`config.mk`:
```
export PLATFORM = sky130hd
export DESIGN_NAME = shift_deserializer
export DESIGN_NICKNAME = d
export VERILOG_FILES = /design/src/rtl/shift_pkg.sv /design/src/rtl/shift_word_hold.sv /design/src/rtl/shift_deserializer.sv
export SDC_FILE = /design/constraint.sdc
export NUM_CORES = 1
export LEC_CHECK = 0
export CAP_MARGIN = 40
export CORE_MARGIN = 3
export CORE_UTILIZATION = 35
export CTS_BUF_LIST = sky130_fd_sc_hd__clkbuf_16
export CTS_CLUSTER_DIAMETER = 200
export CTS_CLUSTER_SIZE = 8
export DETAILED_ROUTE_END_ITERATION = 12
export REMOVE_ABC_BUFFERS = 1
export SYNTH_ARGS = -nofsm -noshare
export SYNTH_HDL_FRONTEND = slang
export SYNTH_SLANG_ARGS = --single-unit
```
`constraint.sdc`:
```
create_clock -name clk -period 3.1 [get_ports clk]
set_input_delay 0.465 -clock clk [delete_from_list [all_inputs] [get_ports clk]]
set_output_delay 0.465 -clock clk [all_outputs]
set_load 0.03 [all_outputs]
```
`src/rtl/shift_pkg.sv`:
```
// -----------------------------------------------------------------------------
// shift_pkg
//   Shared definitions for the shift_deserializer slice.
//   - hold_state_t : EMPTY/FULL encodings of the output holding register
//   - clog2()      : constant ceil(log2) helper, minimum result 1
//   - frame_len()  : serial frame length for a given data width
//   - PARITY_EN    : 1 when the even-parity frame option is compiled in
//
//   Optional feature macro: SHIFT_DESERIALIZER_PARITY_EN
//     defined   -> frame is WIDTH data bits followed by one even-parity bit
//     undefined -> frame is WIDTH data bits
// -----------------------------------------------------------------------------
package shift_pkg;

  typedef enum logic {
    HOLD_EMPTY = 1'b0,
    HOLD_FULL  = 1'b1
  } hold_state_t;

`ifdef SHIFT_DESERIALIZER_PARITY_EN
  localparam bit PARITY_EN = 1'b1;
`else
  localparam bit PARITY_EN = 1'b0;
`endif

  // ceil(log2(value)); never returns less than 1 so a counter is always
  // at least one bit wide.
  function automatic int clog2(input int value);
    int r;
    r = 0;
    while ((1 << r) < value) r = r + 1;
    if (r < 1) r = 1;
    return r;
  endfunction

  // Number of serial bits per word on the link.
  function automatic int frame_len(input int width);
`ifdef SHIFT_DESERIALIZER_PARITY_EN
    return width + 1;
`else
    return width;
`endif
  endfunction

endpackage

```
`src/rtl/shift_word_hold.sv`:
```
// -----------------------------------------------------------------------------
// shift_word_hold
//   One-word holding register between the bit assembler and a valid/ready
//   consumer.
//
//   Handshake: the word on o_data is offered while o_state == HOLD_FULL; it is
//   consumed on a rising edge where the holder is FULL and i_ready=1. o_data
//   and o_perr are stable while FULL and change only on clock edges.
//
//   Ports:
//     clk, rst_n : clock, asynchronous active-low reset
//     i_load     : a completed word is offered this cycle
//     i_data     : completed word
//     i_perr     : parity error flag travelling with i_data
//     i_ready    : consumer accepts the presented word
//     o_data     : presented word (registered)
//     o_perr     : parity flag of the presented word (registered)
//     o_state    : holding FSM state; FULL means a word is presented
//     o_drop     : i_load arrived while FULL and not being emptied; the new
//                  word is discarded (combinational, used for overrun)
// -----------------------------------------------------------------------------
module shift_word_hold
  import shift_pkg::*;
#(
  parameter int WIDTH = 32
) (
  input  logic              clk,
  input  logic              rst_n,
  input  logic              i_load,
  input  logic [WIDTH-1:0]  i_data,
  input  logic              i_perr,
  input  logic              i_ready,
  output logic [WIDTH-1:0]  o_data,
  output logic              o_perr,
  output hold_state_t       o_state,
  output logic              o_drop
);

  hold_state_t      r_state;
  logic [WIDTH-1:0] r_data;
  logic             r_perr;

  always_ff @(posedge clk or negedge rst_n) begin
    if (!rst_n) begin
      r_state <= HOLD_EMPTY;
      r_data  <= '0;
      r_perr  <= 1'b0;
    end else begin
      case (r_state)
        HOLD_EMPTY: begin
          if (i_load) begin
            r_data  <= i_data;
            r_perr  <= i_perr;
            r_state <= HOLD_FULL;
          end
        end
        HOLD_FULL: begin
          if (i_ready && i_load) begin
            // Old word leaves and new one arrives on the same edge: no bubble.
            r_data  <= i_data;
            r_perr  <= i_perr;
          end else if (i_ready) begin
            // Data is left in place; it is simply no longer valid.
            r_state <= HOLD_EMPTY;
          end
          // i_load without i_ready: new word dropped, held word untouched.
        end
        default: r_state <= HOLD_EMPTY;
      endcase
    end
  end

  assign o_data  = r_data;
  assign o_perr  = r_perr;
  assign o_state = r_state;
  assign o_drop  = i_load && (r_state == HOLD_FULL) && !i_ready;

endmodule

```
`src/rtl/shift_deserializer.sv`:
```
// -----------------------------------------------------------------------------
// shift_deserializer
//   Serial-in parallel-out receiver. Samples SI (MSB first) on edges where
//   clken=1, assembles WIDTH-bit words and presents them through a one-word
//   holding register on a valid/ready port.
//
//   Handshake: out_data is valid while out_valid=1 and stays stable until a
//   rising edge with out_valid & out_ready, which consumes it. A word that
//   completes while the held word is not being consumed is dropped and sets
//   the sticky overrun flag.
//
//   Ports:
//     clk          rising-edge clock
//     rst          asynchronous active-low reset
//     clken        bit strobe; SI sampled only when 1
//     SI           serial data, MSB first
//     sync         frame restart, discards the partial word
//     out_data     assembled word
//     out_valid    word available
//     out_ready    consumer accepts
//     out_perr     parity error for presented word (0 without parity option)
//     overrun      sticky dropped-word flag
//     clr_overrun  synchronous clear of overrun (a simultaneous drop wins)
//
//   Optional feature macro: SHIFT_DESERIALIZER_PARITY_EN adds an even-parity
//   bit after the WIDTH data bits of each frame.
// -----------------------------------------------------------------------------
module shift_deserializer
  import shift_pkg::*;
#(
  parameter int WIDTH = 32
) (
  input  logic             clk,
  input  logic             rst,
  input  logic             clken,
  input  logic             SI,
  input  logic             sync,
  output logic [WIDTH-1:0] out_data,
  output logic             out_valid,
  input  logic             out_ready,
  output logic             out_perr,
  output logic             overrun,
  input  logic             clr_overrun
);

  localparam int             FRAME = frame_len(WIDTH);
  localparam int             CW    = clog2(FRAME);
  localparam logic [CW-1:0]  LAST  = CW'(FRAME - 1);

  logic [WIDTH-1:0] r_shreg;
  logic [CW-1:0]    r_bitcnt;
  logic             r_overrun;

  logic             w_last;
  logic             w_shift;
  logic [WIDTH-1:0] w_word;
  logic             w_perr;
  logic             w_drop;
  hold_state_t      w_state;

  // A sync on what would have been the final edge cancels the completion.
  assign w_last = clken && !sync && (r_bitcnt == LAST);

`ifdef SHIFT_DESERIALIZER_PARITY_EN
  // The final bit of the frame is the parity bit: the data bits are already
  // in r_shreg, so the parity bit is only folded into the check, never shifted.
  assign w_shift = clken && !w_last;
  assign w_word  = r_shreg;
  assign w_perr  = (^r_shreg) ^ SI;
`else
  // The bit arriving on the completing edge is the word's LSB.
  assign w_shift = clken;
  assign w_word  = {r_shreg[WIDTH-2:0], SI};
  assign w_perr  = 1'b0;
`endif

  always_ff @(posedge clk or negedge rst) begin
    if (!rst) begin
      r_shreg  <= '0;
      r_bitcnt <= '0;
    end else if (sync) begin
      // Restart the frame; with a strobe on the same edge, SI is bit 0.
      if (clken) begin
        r_shreg  <= {{(WIDTH-1){1'b0}}, SI};
        r_bitcnt <= CW'(1);
      end else begin
        r_shreg  <= '0;
        r_bitcnt <= '0;
      end
    end else if (clken) begin
      if (w_shift) r_shreg <= {r_shreg[WIDTH-2:0], SI};
      if (w_last) r_bitcnt <= '0;
      else        r_bitcnt <= r_bitcnt + CW'(1);
    end
  end

  always_ff @(posedge clk or negedge rst) begin
    if (!rst) begin
      r_overrun <= 1'b0;
    end else if (w_drop) begin
      r_overrun <= 1'b1;
    end else if (clr_overrun) begin
      r_overrun <= 1'b0;
    end
  end

  shift_word_hold #(
    .WIDTH (WIDTH)
  ) u_hold (
    .clk     (clk),
    .rst_n   (rst),
    .i_load  (w_last),
    .i_data  (w_word),
    .i_perr  (w_perr),
    .i_ready (out_ready),
    .o_data  (out_data),
    .o_perr  (out_perr),
    .o_state (w_state),
    .o_drop  (w_drop)
  );

  assign out_valid = (w_state == HOLD_FULL);
  assign overrun   = r_overrun;

endmodule
```
# [Word level (Yosys, flattened, before mapping)]
# Index checks and enable logic that the tools add are counted.
[word_totals] elab_cells=40 reg_bits=71 inputBits=7
[classes] n_reduce_logical=10 n_addsub=1 n_eq_ne=3 muxes=19 n_bitwise=1
[ops] cell="32-bit 2-to-1 mux" n=2
[ops] cell="32-bit one-hot mux with 2 select lines" n=1
[ops] cell="31-bit 2-to-1 mux" n=2
[ops] cell="5-bit 2-to-1 mux" n=3
[ops] cell="1-bit 2-to-1 mux" n=9
[ops] cell="5-bit by 1-bit adder with 5-bit output, second input constant" n=1
[ops] cell="5-bit equality test, second input constant" n=1
[ops] cell="1-bit logical AND" n=5
[ops] cell="1-bit one-hot mux with 2 select lines" n=2
[ops] cell="2-bit nonzero test" n=2
[ops] cell="1-bit zero test" n=2
[ops] cell="2-bit by 1-bit != test with 1-bit output, second input constant" n=1
[ops] cell="2-bit != test, second input constant" n=1
[ops] cell="2-bit AND reduction" n=1
[ops] cell="1-bit NOT" n=1

# [Logic depth before layout (Yosys ltp)]
[logic_depth] word_depth=6 mapped_depth=8 mapped_depth_nobuf=6

# [By module]
# Synthesis repeated with hierarchy kept, for this count alone.
[unflattened] cells_unflattened=209 area_unflattened_um2=2985.4
[modules_own_cells] module="shift_deserializer" cells_each=134 instances=1 area_per_inst_um2=1554.0 seq_area_each_um2=925.9
[modules_own_cells] module="shift_word_hold" cells_each=75 instances=1 area_per_inst_um2=1431.4 seq_area_each_um2=850.8

# [Worst setup path before layout]
# No wires, ideal clock.
[synth_path] path_kind="register -> register" start="register r_bitcnt[0]" end="register u_hold.r_data[10], in the netlist u_hold.o_data[10]" path_buffers=2 arrival_time_ps=1731 t_required_ps=2975 setup_time_ps=125 stages_incl_launch_ff=9 setup_slack_ps=1244 synth_period_minus_slack_ps=1856 cell_sequence="dfrtp_1 ha_1 and3_1 ha_1 nand3b_1 nor2b_2 buf_6 buf_12 mux2_4"
[synth_between] elab_chain_cells=5 elab_cells_between_ends=6
[synth_lines] element="start: declaration" line_no="shift_deserializer.sv:51" text="logic [CW-1:0] r_bitcnt;"
[synth_lines] element="start signal: assignment" line_no="shift_deserializer.sv:93" text="else r_bitcnt <= r_bitcnt + CW'(1);"
[synth_lines] element="5-bit equality test (*)" line_no="shift_deserializer.sv:62" text="assign w_last = clken && !sync && (r_bitcnt == LAST);"
[synth_lines] element="1-bit logical AND (*)" line_no="shift_deserializer.sv:62"
[synth_lines] element="1-bit logical AND" line_no="shift_word_hold.sv:58" text="if (i_ready && i_load) begin"
[synth_lines] element="2-bit != test (no line)"
[synth_lines] element="2-bit AND reduction (no line) (*)"
[synth_lines] element="end signal: assignment" line_no="shift_word_hold.sv:52" text="r_data <= i_data;"
[synth_lines] element="end signal: assignment" line_no="shift_word_hold.sv:60" text="r_data <= i_data;"
[synth_lines] element="end: declaration" line_no="shift_word_hold.sv:40" text="logic [WIDTH-1:0] r_data;"
# Mark *: on every way between the ends. The rest lies on a longest branch, timed or not.
# A chain may end at the register's enable or synchronous reset.

# [Worst setup path in the final report]
[layout_path] start="register r_bitcnt[0]" end="register u_hold.r_data[0], in the netlist u_hold.o_data[0]"
# The elaborated chain is that of the path after synthesis.

==> impl_results.md <==
* Largest area contributor in the netlist: dfrtp_1
* Post-cts resize count at 0
* Crit path buffers/inverters at 1
* Routed Wire Length at ~5.3 mm
* Clock insertion delay at the later pin of the skew report at 0.32 ns
* Initial drt markers at 110
* Core ar. at 7970 sq um
* Critical Path AT at 2.38 ns
* Setup bufs post-CTS at 0
* CTS tree: done
* Unrepaired setup endpoints after global routing: false
* Final setup violation count at 0
* Die Wd at between 90 and 100 microns
* Cells after synthesis at 206
* P_leak at 1.78 nW
* H-tree levels at 3
* CTS Hold Bufs at 0
* Design Power at 1.96 mW
* Rows at 32
* Final period utilization at 0.702
* Crit path cell chain: ha_1 -> and3_1 -> ha_1 -> nand3b_1 -> nor2b_4 -> buf_4 -> mux2_2
* Max Clock Skew at about 0.0038 ns
* Max-slew headroom at 0.458
* Worst Setup End Kind: flop
* Pre-Repair DR Iteration Count at 4
* Minimum clock period at 2.18 ns
* DR vias/cell at 4.63
* Reg clk slew, reported paths at 0.05 ns
* CTS Sinks at 70
* R2r setup slk at 0.92 ns
* CP Launch Type: flop
* Simple-Gate Fraction of Synth Area at 0.0662
* Synth area leaders: dfrtp_1 59%, mux2_4 15%, mux2i_1 11%, nor2_1 4.2%, buf_12 2.0%
* Commonest non-fill, non-tap cell in the layout: dfrtp_1
* Fillers at 700
* First-pass GRT wire length at 9.28 mm
* Register area share after synthesis at 0.594
* Synth unique cells at 27
* Vias in the first global route at 1778
* Antenna Cells at 0
* Slowest cell delay on critical path at around 0.40 ns
* DRC violations left at 0
* Syn_area_per_cell at between 10 and 15 sq um
* Die H at 97.8 microns
* Largest net degree at the start of global routing at 38
* Port bufs at 40
* Delay-heaviest family, CP: simple AND/OR/NAND/NOR gates
* Drt wl/cell at 14.9 microns
* DRT antenna net count at 0
* Number of synthesized flops with an enable pin at 0
* RePlAce Congestion at 0.718
* Fin. max-slew vios at 0
* Worst VDD drop at 0.270 mV
* Xor/xnor share of the synthesized area at 0
* Min-Delay Path Class: input pin to async pin
* Commonest register cell after synthesis: dfrtp_1
* Largest family of logic cells by synthesized area: multiplexers
* DP HPWL at 3.34 mm
* Area delta synth->final at 25.1%
* Critical path peak fanout at 14
* CP required at between 3 and 4 ns
* Ys async rst share at 1.00
* Tot GR Track Use at 0.121
* Antenna violations before repair at 0
* CP Class: flop to flop
* Mapped cell area at 2950 sq um
* Status: completed
* Critical-path top delay cell: dfrtp_1
* Routed via count at 1649
* Final hold vios at 0
* Mux cell area share after synthesis at 0.269
* Root buf cell: clkbuf_16
* Nets at 258
* Reg2Reg Launch Point: r_bitcnt[0]
* Synth Area in Compound Gates at 0.0165
* Setup TNS Final at 0 ns
* Synth Register Bits at 70
* Power density over the cells at 530 nW/um^2
* Area share of fa/ha/maj cells after synthesis at 0.00848
* Synth top area share at 0.594
* CTS max path bufs at 2
* Layout cells sized above 1 at 0.213
* Commonest cells after routing, fill and taps aside: 70 x dfrtp_1, 38 x clkdlybuf4s50_1, 33 x nor2_1
* Initial core utilization at 0.370
* TritonCTS Buffers at 9
* Die ar. at 9570 sq um
* Max Cap Viol at 0
* Yosys warns at 0
* Reg2Reg Depth at 7
* Congestion Overflow GR at 0
* Most frequent CP cell: ha_1
* Slew of the pin with the lowest slew margin at just over 0.8 ns
* F_max at 460 MHz
* Reg2reg end: u_hold.o_data[0]
* Num ports at 42
sequential cells by signal, summed over array words and instances, names as in the netlist:
| signal | cells |
|---|---|
| overrun | 1 |
| r_bitcnt | 5 |
| u_hold.o_data | 32 |
| u_hold.o_state | 1 |
| r_shreg | 31 |
how the worst max path moves through the flow:
stage	from	endpoint	cells past startpoint
5_1_grt	r_bitcnt[0]	u_hold.o_data[0]	7
6_report	r_bitcnt[0]	u_hold.o_data[0]	7
4_1_cts	r_bitcnt[0]	u_hold.o_data[0]	7
3_5_place_dp	sync	u_hold.o_data[0]	5
3_3_place_gp	sync	u_hold.o_data[0]	5
2_1_floorplan	r_bitcnt[0]	u_hold.o_data[0]	6
routing by layer:
layer  GRT usage  vias to the layer above  wire (microns)
met3      0.0307                        6             217
li1            -                      784               -
met2       0.169                       32            2370
met4      0.0607                        0              69
met5           0                        -               0
met1       0.174                      827            2640
worst reg2reg max path, stage by stage, from the launching register on:
cell and delay (ns):
dfrtp_1 0.40, ha_1 0.20, and3_1 0.17, ha_1 0.24, nand3b_1 0.20, nor2b_4 0.20
buf_4 0.29, mux2_2 0.37
stage by stage:
stage | hold WS [ns] | instance area [sq um] | util | worst slack, ns | cells
after floorplan | 0.169 | 2830 | - | 0.183 | 193
after global placement | 0.491 | 3410 | 0.428 | 0.948 | 340
after detailed placement | 0.495 | 3410 | 0.428 | 0.928 | 340
after CTS | 0.266 | 3690 | 0.463 | 0.913 | 356
after global routing | 0.291 | 3690 | 0.463 | 0.731 | 356
final | 0.238 | 3690 | 0.463 | 0.924 | 356
Yosys cell counts (2+ instances only):
master	n
a21oi_1	2
buf_12	3
buf_2	3
buf_4	2
buf_6	2
clkbuf_1	3
dfrtp_1	70
ha_1	2
mux2_2	3
mux2_4	30
mux2i_1	31
nand2_1	6
nand3b_1	2
nor2_1	33
o21ai_0	2
final cells by class:
type | count | area [sq um] | share of cell area
inverters | 2 | 7.51 | 0.00203
clock buffers | 9 | 225 | 0.0610
flip-flops and latches | 70 | 1750 | 0.474
well taps | 102 | 128 | 0.0346
multi-input cells | 121 | 1070 | 0.290
repair buffers | 45 | 453 | 0.123
clock inverters | 7 | 55.1 | 0.0149
power breakdown:
group | switching (mW) | internal [mW] | total (mW)
sequential | 0.00631 | 0.920 | 0.927
clock | 0.353 | 0.608 | 0.960
combinational | 0.0451 | 0.0244 | 0.0695
total | 0.404 | 1.55 | 1.96
logic make-up (layout without fill, tap and decap cells):
group / Yosys count / count (layout)
DFF: 70 / 70
AOI/OAI and AO/OA: 8 / 8
adders and majority gates: 2 / 2
and+or+nand+nor: 46 / 46
muxes: 64 / 64
buffers and inverters: 15 / 63
other: 1 / 1
(Power assumes the default switching activity.)
